$ cat config.mk
export PLATFORM = sky130hd
export DESIGN_NAME = stopwatch_ctrl
export DESIGN_NICKNAME = d
export VERILOG_FILES = /design/src/rtl/stopwatch_ctrl.sv
export SDC_FILE = /design/constraint.sdc
export NUM_CORES = 1
export LEC_CHECK = 0
export CORE_ASPECT_RATIO = 0.75
export CORE_UTILIZATION = 32
export CTS_CLUSTER_SIZE = 14
export DETAILED_ROUTE_END_ITERATION = 6
export GPL_ROUTABILITY_DRIVEN = 0
export GPL_TIMING_DRIVEN = 0
export PLACE_DENSITY = 0.49
export SLEW_MARGIN = 20
export SYNTH_ARGS = -nofsm -noshare
export SYNTH_HDL_FRONTEND = slang
export SYNTH_SLANG_ARGS = --single-unit
$ cat constraint.sdc
create_clock -name clk -period 4.2 [get_ports clk]
set_clock_uncertainty 0.15 [all_clocks]
set_input_delay 0.63 -clock clk [delete_from_list [all_inputs] [get_ports clk]]
set_output_delay 0.63 -clock clk [all_outputs]
set_load 0.01 [all_outputs]
$ cat src/rtl/stopwatch_ctrl.sv
// Stopwatch control unit: key debounce/edge detection, 100 Hz prescaler,
// IDLE/RUN/PAUSE sequencing and display-freeze strobes for the datapath.
module stopwatch_ctrl #(
  parameter int unsigned TICK_DIV   = 500000,
  parameter int unsigned DEB_CYCLES = 250000
) (
  input  logic       clk,
  input  logic       rst,
  input  logic       key3,
  input  logic       key2,
  input  logic       key1,
  input  logic       key0,
  output logic [1:0] state,
  output logic       counting,
  output logic       paused,
  output logic       frozen,
  output logic       tick,
  output logic       cnt_clr,
  output logic       cnt_inc,
  output logic       disp_load
);

  localparam int unsigned NKEYS = 4;
  localparam int unsigned PW    = (TICK_DIV > 1) ? $clog2(TICK_DIV) : 1;
  localparam int unsigned DW    = $clog2(DEB_CYCLES + 1);

  localparam logic [PW-1:0] PRESC_LAST = PW'(TICK_DIV - 1);
  localparam logic [DW-1:0] DEB_LAST   = DW'(DEB_CYCLES - 1);

  typedef enum logic [1:0] {
    ST_IDLE  = 2'b00,
    ST_RUN   = 2'b01,
    ST_PAUSE = 2'b10
  } state_t;

  // Key conditioning: all vectors are {key3, key2, key1, key0}, 1 = released.
  logic [NKEYS-1:0] key_s1;
  logic [NKEYS-1:0] key_s2;
  logic [NKEYS-1:0] key_deb;
  logic [NKEYS-1:0] key_deb_d;
  logic [NKEYS-1:0] evt;
  logic [DW-1:0]    deb_cnt [NKEYS];

  // Synchronize, debounce, and turn each accepted press into a 1-cycle event.
  always_ff @(posedge clk) begin
    if (rst) begin
      key_s1    <= '1;
      key_s2    <= '1;
      key_deb   <= '1;
      key_deb_d <= '1;
      evt       <= '0;
      for (int unsigned i = 0; i < NKEYS; i++) begin
        deb_cnt[i] <= '0;
      end
    end else begin
      key_s1    <= {key3, key2, key1, key0};
      key_s2    <= key_s1;
      key_deb_d <= key_deb;
      evt       <= key_deb_d & ~key_deb;
      for (int unsigned i = 0; i < NKEYS; i++) begin
        if (key_s2[i] == key_deb[i]) begin
          deb_cnt[i] <= '0;
        end else if (deb_cnt[i] == DEB_LAST) begin
          key_deb[i] <= key_s2[i];
          deb_cnt[i] <= '0;
        end else begin
          deb_cnt[i] <= deb_cnt[i] + DW'(1);
        end
      end
    end
  end

  state_t        state_q;
  state_t        state_n;
  logic [PW-1:0] presc_q;
  logic [PW-1:0] presc_n;
  logic          frozen_n;
  logic          tick_n;
  logic          clr_n;
  logic          load_n;

  // State and output registers.
  always_ff @(posedge clk) begin
    if (rst) begin
      state_q   <= ST_IDLE;
      presc_q   <= '0;
      counting  <= 1'b0;
      paused    <= 1'b0;
      frozen    <= 1'b0;
      tick      <= 1'b0;
      cnt_clr   <= 1'b0;
      cnt_inc   <= 1'b0;
      disp_load <= 1'b0;
    end else begin
      state_q   <= state_n;
      presc_q   <= presc_n;
      counting  <= (state_n != ST_IDLE);
      paused    <= (state_n == ST_PAUSE);
      frozen    <= frozen_n;
      tick      <= tick_n;
      cnt_clr   <= clr_n;
      cnt_inc   <= tick_n;
      disp_load <= load_n;
    end
  end

  assign state = state_q;

  // Next state: the tick is decided from the current RUN cycle before any
  // key event, so an event landing on a tick cycle never swallows the tick.
  always_comb begin
    state_n  = state_q;
    presc_n  = presc_q;
    frozen_n = frozen;
    tick_n   = 1'b0;
    clr_n    = 1'b0;
    load_n   = 1'b0;

    if (state_q == ST_RUN) begin
      if (presc_q == PRESC_LAST) begin
        presc_n = '0;
        tick_n  = 1'b1;
        load_n  = ~frozen;
      end else begin
        presc_n = presc_q + PW'(1);
      end
    end

    // One event per cycle, key3 > key2 > key1 > key0; the rest are dropped.
    if (evt[3]) begin
      state_n  = ST_IDLE;
      clr_n    = 1'b1;
      frozen_n = 1'b0;
      presc_n  = '0;
    end else if (evt[2]) begin
      case (state_q)
        ST_IDLE: begin
          state_n = ST_RUN;
          presc_n = '0;
        end
        ST_RUN:   state_n = ST_PAUSE;
        ST_PAUSE: state_n = ST_RUN;
        default:  state_n = ST_IDLE;
      endcase
    end else if (evt[1]) begin
      if (state_q == ST_RUN) begin
        frozen_n = 1'b1;
        load_n   = 1'b1;
      end
    end else if (evt[0]) begin
      if (state_q == ST_RUN) begin
        frozen_n = 1'b0;
        load_n   = 1'b1;
      end
    end

    if (state_q != ST_IDLE && state_q != ST_RUN && state_q != ST_PAUSE) begin
      state_n = ST_IDLE;
    end
  end

endmodule

==> impl_metrics.yaml <==
timing:
  worstMarginPinSlew_ps: 669
  fmax_ghz: 0.363
  drv_slew: 0
  fin_crit_sh: 0.657
  fin_crit_ps: 2760
  finalHoldViolCount: 0
  slew_headroom: 0.551
  setup_viol: 0
  rsz0062_at_grt: "false"
  setup-tns-final_ps: 0
setup_path:
  crit_required_ps: 4190
  cp_max_fo: 10
  startpoint_type: "input port"
  criticalPathCategory: "in -> reg"
  path_delay_family: "buffers and inverters"
  crit_chain: "clkdlybuf4s50_1 -> clkbuf_1 -> nor2_1 -> o21ai_1 -> clkbuf_1 -> nor2_1"
  crit_path_max_incr_delay_ps: 630
  cp_num_buf_inv: 3
  arrival_ps: 2750
  cp_slowest_cell: "clkdlybuf4s50_1"
  rrSetupSlack_ps: 1540
  end_kind: "register"
global_routing:
  grt_remaining_overflow: 0
  met2_usage: 0.190
  first_global_vias: 4001
  grtUsageTotal: 0.132
  grt_max_degree: 17
  busiest_layer: "met2"
  use_met1: 0.184
  met3_usage: 0.0370
  grt_antenna_before_repair: 0
  grt_pass1_wl_um: 19100
layout:
  diodes: 0
  layout-drive-gt1-share: 0.0647
  syn2layout_area_growth_pct: 23.0
  fill_cells: 1760
  final_util: 0.402
  final_area_mm2: 0.00710
  nets: 694
cts:
  clk_pin_slew_worst_paths_ps: 50
  cts_buffer_depth: 2
  clock_sinks: 119
  cts_setup_buffers: 0
  post_cts_resized: 0
  holdBufCountCts: 0
  cts-buffers-inserted: 17
  htree_levels: 4
  cts_tree: "built"
  clk_latency_ps: 410
  clock-root-buffer: "clkbuf_16"
pwr:
  comb_power_share: 0.030
  vdd_drop_max_mv: 0.242
  p_clk_frac: 0.524
  switching_share: 0.197
  p_seq_frac: 0.446
  p_leak_nw: 2.36
  p_int_mw: 2.35
  netSwitchingPower_mw: 0.579
  p_per_area_mw_per_mm2: 413
logic_synthesis:
  synthTopCellsByCount: "nor2_1, edfxtp_1, xnor2_1"
  ys_ff_latch: 119
  synth-edff-count: 72
  synth_cell_types: 46
  synth_ff_type: "edfxtp_1"
  synth.most_common_cell: "nor2_1"
  synth_warnings: 0
  syn-cell-area_mm2: 0.00577
  ys_seq_area_frac: 0.537
  synth.largest_area_cell: "edfxtp_1"
  syn-instance-count: 579
  synthTopCellsByArea: "edfxtp_1, dfxtp_1, xnor2_1, nor2_1, nor4_1"
  synth_top_area_share: 0.374
  async_reset_ff_frac: 0
  syn_area_per_cell_um2: 9.97
place:
  place.port_buffers: 14
  placed_cell_area_mm2: 0.00648
  hpwl_um: 8050
drt:
  via_per_inst: 4.47
  ant_nets: 0
  first_pass_iters: 4
  vias: 4197
  routedWlPerCell_um: 11.9
  drt_wl_total_um: 11100
  route.detailed.drc: 0
  drt-initial-drc-count: 215
floorplan:
  io_pins: 15
  dieHeight_um: 118
  core-area_mm2: 0.0177
  row_count: 42
  start_util: 0.327
  die_x_um: 157
  die_area_mm2: 0.0186
min_path:
  hold_class: "reg -> reg"
run:
  cap_violations: 0
status:
  status: "finished clean"
-- sequential cells by signal, indices dropped and copies added (netlist names) --
name,count
key_deb_d,4
key_deb,4
evt,4
presc_q,19
cnt_inc,1
counting,1
deb_cnt,72
key_s1,4
disp_load,1
frozen,1
paused,1
state,2
key_s2,4
cnt_clr,1
-- area by class of cell --
class                      count  area (um2)  share of cell area
multi-input combinational    491        2770               0.390
clock inverter                11         179              0.0252
sequential                   119        3100               0.437
tap                          242         303              0.0426
timing repair buffer          14         140              0.0197
buffer                        18        82.6              0.0116
clock buffer                  21         440              0.0620
inverter                      22        82.6              0.0116
-- power by group through the flow --
stage / Sequential, mW / Clock, mW / Combinational, mW
floorplan: 1.32 / 0 / 0.0681
global placement: 1.33 / 0 / 0.0861
detailed placement: 1.33 / 0 / 0.0872
CTS: 1.31 / 1.58 / 0.0878
global route: 1.31 / 1.63 / 0.101
finish: 1.31 / 1.54 / 0.0876
-- cells by family after synthesis --
logic type,synth area share
AOI/OAI and AO/OA,0.0373
xor gates and xnor gates,0.114
adders and majority gates,0.0108
buffers and inverters,0.0286
DFF,0.537
muxes,0.00693
other,0.000649
and+or+nand+nor,0.265
-- layer usage --
layer  up-vias  part of all wire
li1       2219                 -
met1      1924              0.53
met2        43              0.43
met3        11             0.027
met4         0             0.014
met5         -                 0
-- stage by stage --
step,hold slack (ps),setup slack (ps),total power [mW],instances
floorplan,239,1900,1.39,650
global placement,242,987,1.42,906
detailed placement,245,905,1.42,906
CTS,257,1330,2.97,938
global route,282,1250,3.05,938
finish,253,1440,2.93,938
-- final timing paths --
path	cells after the start	to	startpoint
worst max-delay path	6	deb_cnt[3][15]	rst
worst min register to register	1	key_s2[1]	key_s1[1]
worst max register to register	7	deb_cnt[3][15]	deb_cnt[3][0]
worst min-delay path	1	key_s2[1]	key_s1[1]
-- placed cells by master (no fill, tap or decap), types with 3 or more instances in the layout --
master           Yosys  routed
nor2_1             111     111
edfxtp_1            72      72
conb_1               1      72
xnor2_1             64      64
dfxtp_1             47      47
nor4_1              33      33
nand3_1             29      29
nor3_1              28      28
nand4_1             25      25
nand2_1             25      25
inv_1               22      22
clkbuf_1            14      18
clkbuf_16            0      17
clkdlybuf4s50_1      0      14
and3_1              12      12
xor2_1              11      11
a21oi_1              9       9
o21ai_0              9       9
or2_2                9       9
ha_1                 5       5
bufinv_16            0       5
clkinv_2             0       5
mux2i_1              4       4
or4_1                4       4
nand4b_1             4       4
and2_1               4       4
nand2b_1             3       3
o21ai_1              3       3
nor2b_1              3       3
Note: power is estimated with default switching activity, not from simulation.
==> edit 1: new RTL, same settings <==
The output `cnt_clr` loses its register stage (`cnt_clr` becomes a continuous assignment).
--- a/src/rtl/stopwatch_ctrl.sv
+++ b/src/rtl/stopwatch_ctrl.sv
@@ -88,7 +88,6 @@
       paused    <= 1'b0;
       frozen    <= 1'b0;
       tick      <= 1'b0;
-      cnt_clr   <= 1'b0;
       cnt_inc   <= 1'b0;
       disp_load <= 1'b0;
     end else begin
@@ -98,11 +97,12 @@
       paused    <= (state_n == ST_PAUSE);
       frozen    <= frozen_n;
       tick      <= tick_n;
-      cnt_clr   <= clr_n;
       cnt_inc   <= tick_n;
       disp_load <= load_n;
     end
   end
+
+  assign cnt_clr = clr_n;
 
   assign state = state_q;
 
Check against the original RTL: same outputs for any inputs over 10 cycles, from zero or initial values and one cycle with rst high; that may be too few to reach the edited logic, so the function may still have changed.
==> edit 1 against the original RTL <==
- area after synthesis down 0.37%
- sequential cell count is 1 lower
- die area decreased by 0.36%
- power grew 0.17%
- via count decreased by 0.83%
- cell area rose by 0.12%
- hold slack got worse by 0.00069 ns
- wire length rose by 0.14%
- setup slack improved by 0.18 ns
==> edit 1: results (changes against the original RTL) <==
critical hold path startpoint=key_deb_d[1] (was key_s1[1]); nets@finish=677 (was 694); detailed placement HPWL=8150 um (was 8050 um); NetSw=0.000624 W (was 0.000579 W); sequential fraction of the synthesis area=53.6% (was 53.7%); top post-synthesis cells by area=edfxtp_1 38%, dfxtp_1 16%, xnor2_1 8.1%, nor2_1 6.2%, nand3_1 3.3% (was edfxtp_1 37%, dfxtp_1 16%, xnor2_1 9.7%, nor2_1 7.2%, nor4_1 3.6%); layout cells sized above 1=9.57% (was 6.47%); Leakage=2.46 nW (was 2.36 nW); DR vias=4162 (was 4197); Overall Global Routing Usage=13.5% (was 13.2%); Unique masters post-synth=48 (was 46); vias in the first global route=4003 (was 4001); maximum vdd drop=0.194 mV (was 0.242 mV); Power Sequential=around 0.0013 W; first-pass GRT wire length=19300 um (was 19100 um); IO Port Bufs=13 (was 14); slowest CP cell=or4_1 (was clkdlybuf4s50_1); Top delay family on crit path=simple AND/OR/NAND/NOR gates (was buffers and inverters); outcome=complete, no violations (unchanged); Avg WL per Cell=12.1 um (was 11.9 um); initial DRC count=203 (was 215); Hold Path Class=reg -> reg (unchanged); 1st-pass router iterations=7 (was 4); Synth async-reset ratio=0% (unchanged); CP startpoint=deb_cnt[1][0] (was rst); setup TNS=0 ns (unchanged); CP arrival=2.58 ns (was 2.75 ns)
==> edit 1: layout make-up <==
| class | instances | area [um2] |
|---|---|---|
| Sequential cell | 118 | 3080 |
| Clock buffer | 23 | 564 |
| Clock inverter | 9 | 95.1 |
| Tap cell | 242 | 303 |
| Fill cell | 1764 | 10500 |
| Inverter | 25 | 93.8 |
| Buffer | 12 | 72.6 |
| Multi-Input combinational cell | 479 | 2770 |
| Timing Repair Buffer | 13 | 130 |
==> edit 1: logic make-up after synthesis <==
kind of cell	synth area share (%)
XOR/XNOR	10.7
adder cells (fa/ha/maj)	1.09
AND/OR/NAND/NOR	25.8
flip-flops	53.6
other	0.0652
AO/OA/AOI/OAI	5.89
buffers and inverters	2.89
==> edit 1: stage by stage <==
stage / hold slack [ns] / instances / area [um2] / total power, W / setup WS [ns]
3_5_place_dp: 0.246 / 889 / 6450 / 0.00140 / 1.58
6_report: 0.253 / 921 / 7110 / 0.00294 / 1.62
3_3_place_gp: 0.244 / 889 / 6450 / 0.00140 / 1.61
5_1_grt: 0.268 / 921 / 7110 / 0.00305 / 1.38
2_1_floorplan: 0.239 / 634 / 6020 / 0.00138 / 1.92
4_1_cts: 0.257 / 921 / 7110 / 0.00298 / 1.57
==> edit 1: metal layers <==
layer  vias to the layer above  global-route usage (%)  wire length (um)  part of all wire [%]
met5                         -                       0                 0                     0
met4                         0                    4.23                76                  0.68
met1                      1934                    18.9              5760                    52
li1                       2175                       -                 -                     -
met2                        47                    19.3              4890                    44
met3                         6                    4.53               429                   3.8
==> edit 1: path summary, 6_finish.rpt <==
kind	to	slack (ns)	depth (start not counted)
min reg2reg	evt[1]	0.25	2
max	deb_cnt[1][6]	1.62	6
min	evt[1]	0.25	2
max reg2reg	deb_cnt[1][6]	1.62	6
==> edit 2: new RTL, config.mk and constraints unchanged <==
Made on the original files. `TICK_DIV`: 500000 -> 1000000.
--- a/src/rtl/stopwatch_ctrl.sv
+++ b/src/rtl/stopwatch_ctrl.sv
@@ -1,7 +1,7 @@
 // Stopwatch control unit: key debounce/edge detection, 100 Hz prescaler,
 // IDLE/RUN/PAUSE sequencing and display-freeze strobes for the datapath.
 module stopwatch_ctrl #(
-  parameter int unsigned TICK_DIV   = 500000,
+  parameter int unsigned TICK_DIV   = 1000000,
   parameter int unsigned DEB_CYCLES = 250000
 ) (
   input  logic       clk,
Check against the original RTL: no difference found for any inputs over 10 cycles, from zero or initial values and one cycle with rst high; that may be too few to reach the edited logic, so the function may still have changed.
==> edit 2 against the original RTL <==
- setup slack worse by 0.10 ns
- global-route usage is 0.42 points higher
- hold slack better by 0.0015 ns
- sequential cell count is 1 higher
- utilization is 0.091 points lower
- clock power is 5% lower
- count of clock-buffer cells in the layout stayed put
- synthesized cell count is 2.1% lower
- non-clock buffer count is 5 lower
- via count is 1.2% higher
- cell area hardly changed
- area after synthesis is 0.80% higher
- power is 2.5% lower
- wire length is 0.97% higher
- critical path type is now reg -> reg
==> edit 2: results (changes against the original RTL) <==
outcome=complete, no violations (unchanged); top post-synthesis cells by area=edfxtp_1 37%, dfxtp_1 17%, xnor2_1 6.0%, nor2_1 5.1%, xor2_1 3.5% (was edfxtp_1 37%, dfxtp_1 16%, xnor2_1 9.7%, nor2_1 7.2%, nor4_1 3.6%); Multi-input comb cells=482 (was 491); nets@finish=681 (was 694); maximum vdd drop=0.202 mV (was 0.242 mV); clock network area share=8.27% (was 8.72%); fillers=1750 (was 1760); Top delay family on crit path=simple AND/OR/NAND/NOR gates (was buffers and inverters); Leakage=2.47 nW (was 2.36 nW); slowest CP cell=or4_1 (was clkdlybuf4s50_1); worst slack, placed=1.33 ns (was 0.905 ns); Commonest cells post-synth=79 x nor2_1, 72 x edfxtp_1, 48 x dfxtp_1, 40 x xnor2_1, 34 x nand3_1 (was 111 x nor2_1, 72 x edfxtp_1, 64 x xnor2_1, 47 x dfxtp_1, 33 x nor4_1); layout cells sized above 1=8.64% (was 6.47%); vias in the first global route=4123 (was 4001); Sequential Power Share=46.1% (was 44.6%); register area=3120 um2 (was 3100 um2); detailed placement HPWL=8100 um (was 8050 um); dpl cell area=6520 um2 (was 6480 um2); Most flops, register=deb_cnt (unchanged); Slew @ Worst Pin=0.644 ns (was 0.669 ns); DR vias=4247 (was 4197); Non-clock buffers=27 (was 32); Unique masters post-synth=50 (was 46); first-pass GRT wire length=19800 um (was 19100 um); Slowest Stage Delay on Critical Path=0.61 ns (was 0.63 ns); Avg WL per Cell=12.2 um (was 11.9 um); combinational power share=2.8% (was 3.0%); multi-input combinational area share=39.6% (was 39.0%); IO Port Bufs=13 (was 14); Finished Cell Area=7110 um2 (was 7100 um2); sequential fraction of the synthesis area=53.7% (about the same); Switching Fraction=20.7% (was 19.7%); Finished Layout Cells=925 (was 938); initial DRC count=207 (was 215); Post-Syn Instances=567 (was 579); Overall Global Routing Usage=13.6% (was 13.2%); Power Sequential=0.00132 W; Clock Tree Buf Depth=2 (unchanged); CP arrival=2.87 ns (was 2.75 ns); EDFF count, synth=72 (unchanged); cell count after placement=893 (was 906); clock sinks=120 (was 119); largest net degree at the start of global routing=17 (unchanged); Non-clock buffer share=2.82% (was 3.14%)
## edit 2: cell families (layout without fill, tap and decap cells)
family                   count (synthesis)  after routing  synth area share, %
AO/OA/AOI/OAI                           65             65                 7.22
XOR/XNOR                                63             63                 9.48
adder cells (fa/ha/maj)                  5              5                 1.07
buffers and inverters                   36             81                 2.62
flip-flops                             120            120                 53.7
other                                    1             72               0.0644
AND/OR/NAND/NOR                        277            277                 25.9
## edit 2: path summary, 6_finish.rpt
check / startpoint / end / slack [ns] / cells past startpoint
hold / removal: key_s1[3] / key_s2[3] / 0.25 / 1
setup / recovery: deb_cnt[0][0] / deb_cnt[0][12] / 1.34 / 6
setup reg to reg: deb_cnt[0][0] / deb_cnt[0][12] / 1.34 / 6
hold reg to reg: key_s1[3] / key_s2[3] / 0.25 / 1
## edit 2: layer usage
layer	share of wire, %	track usage [%]	vias to the layer above
met5	0	0	-
met4	1.3	5.58	0
met3	3.0	3.96	12
met2	44	20.5	49
met1	52	18.2	1975
li1	-	-	2211
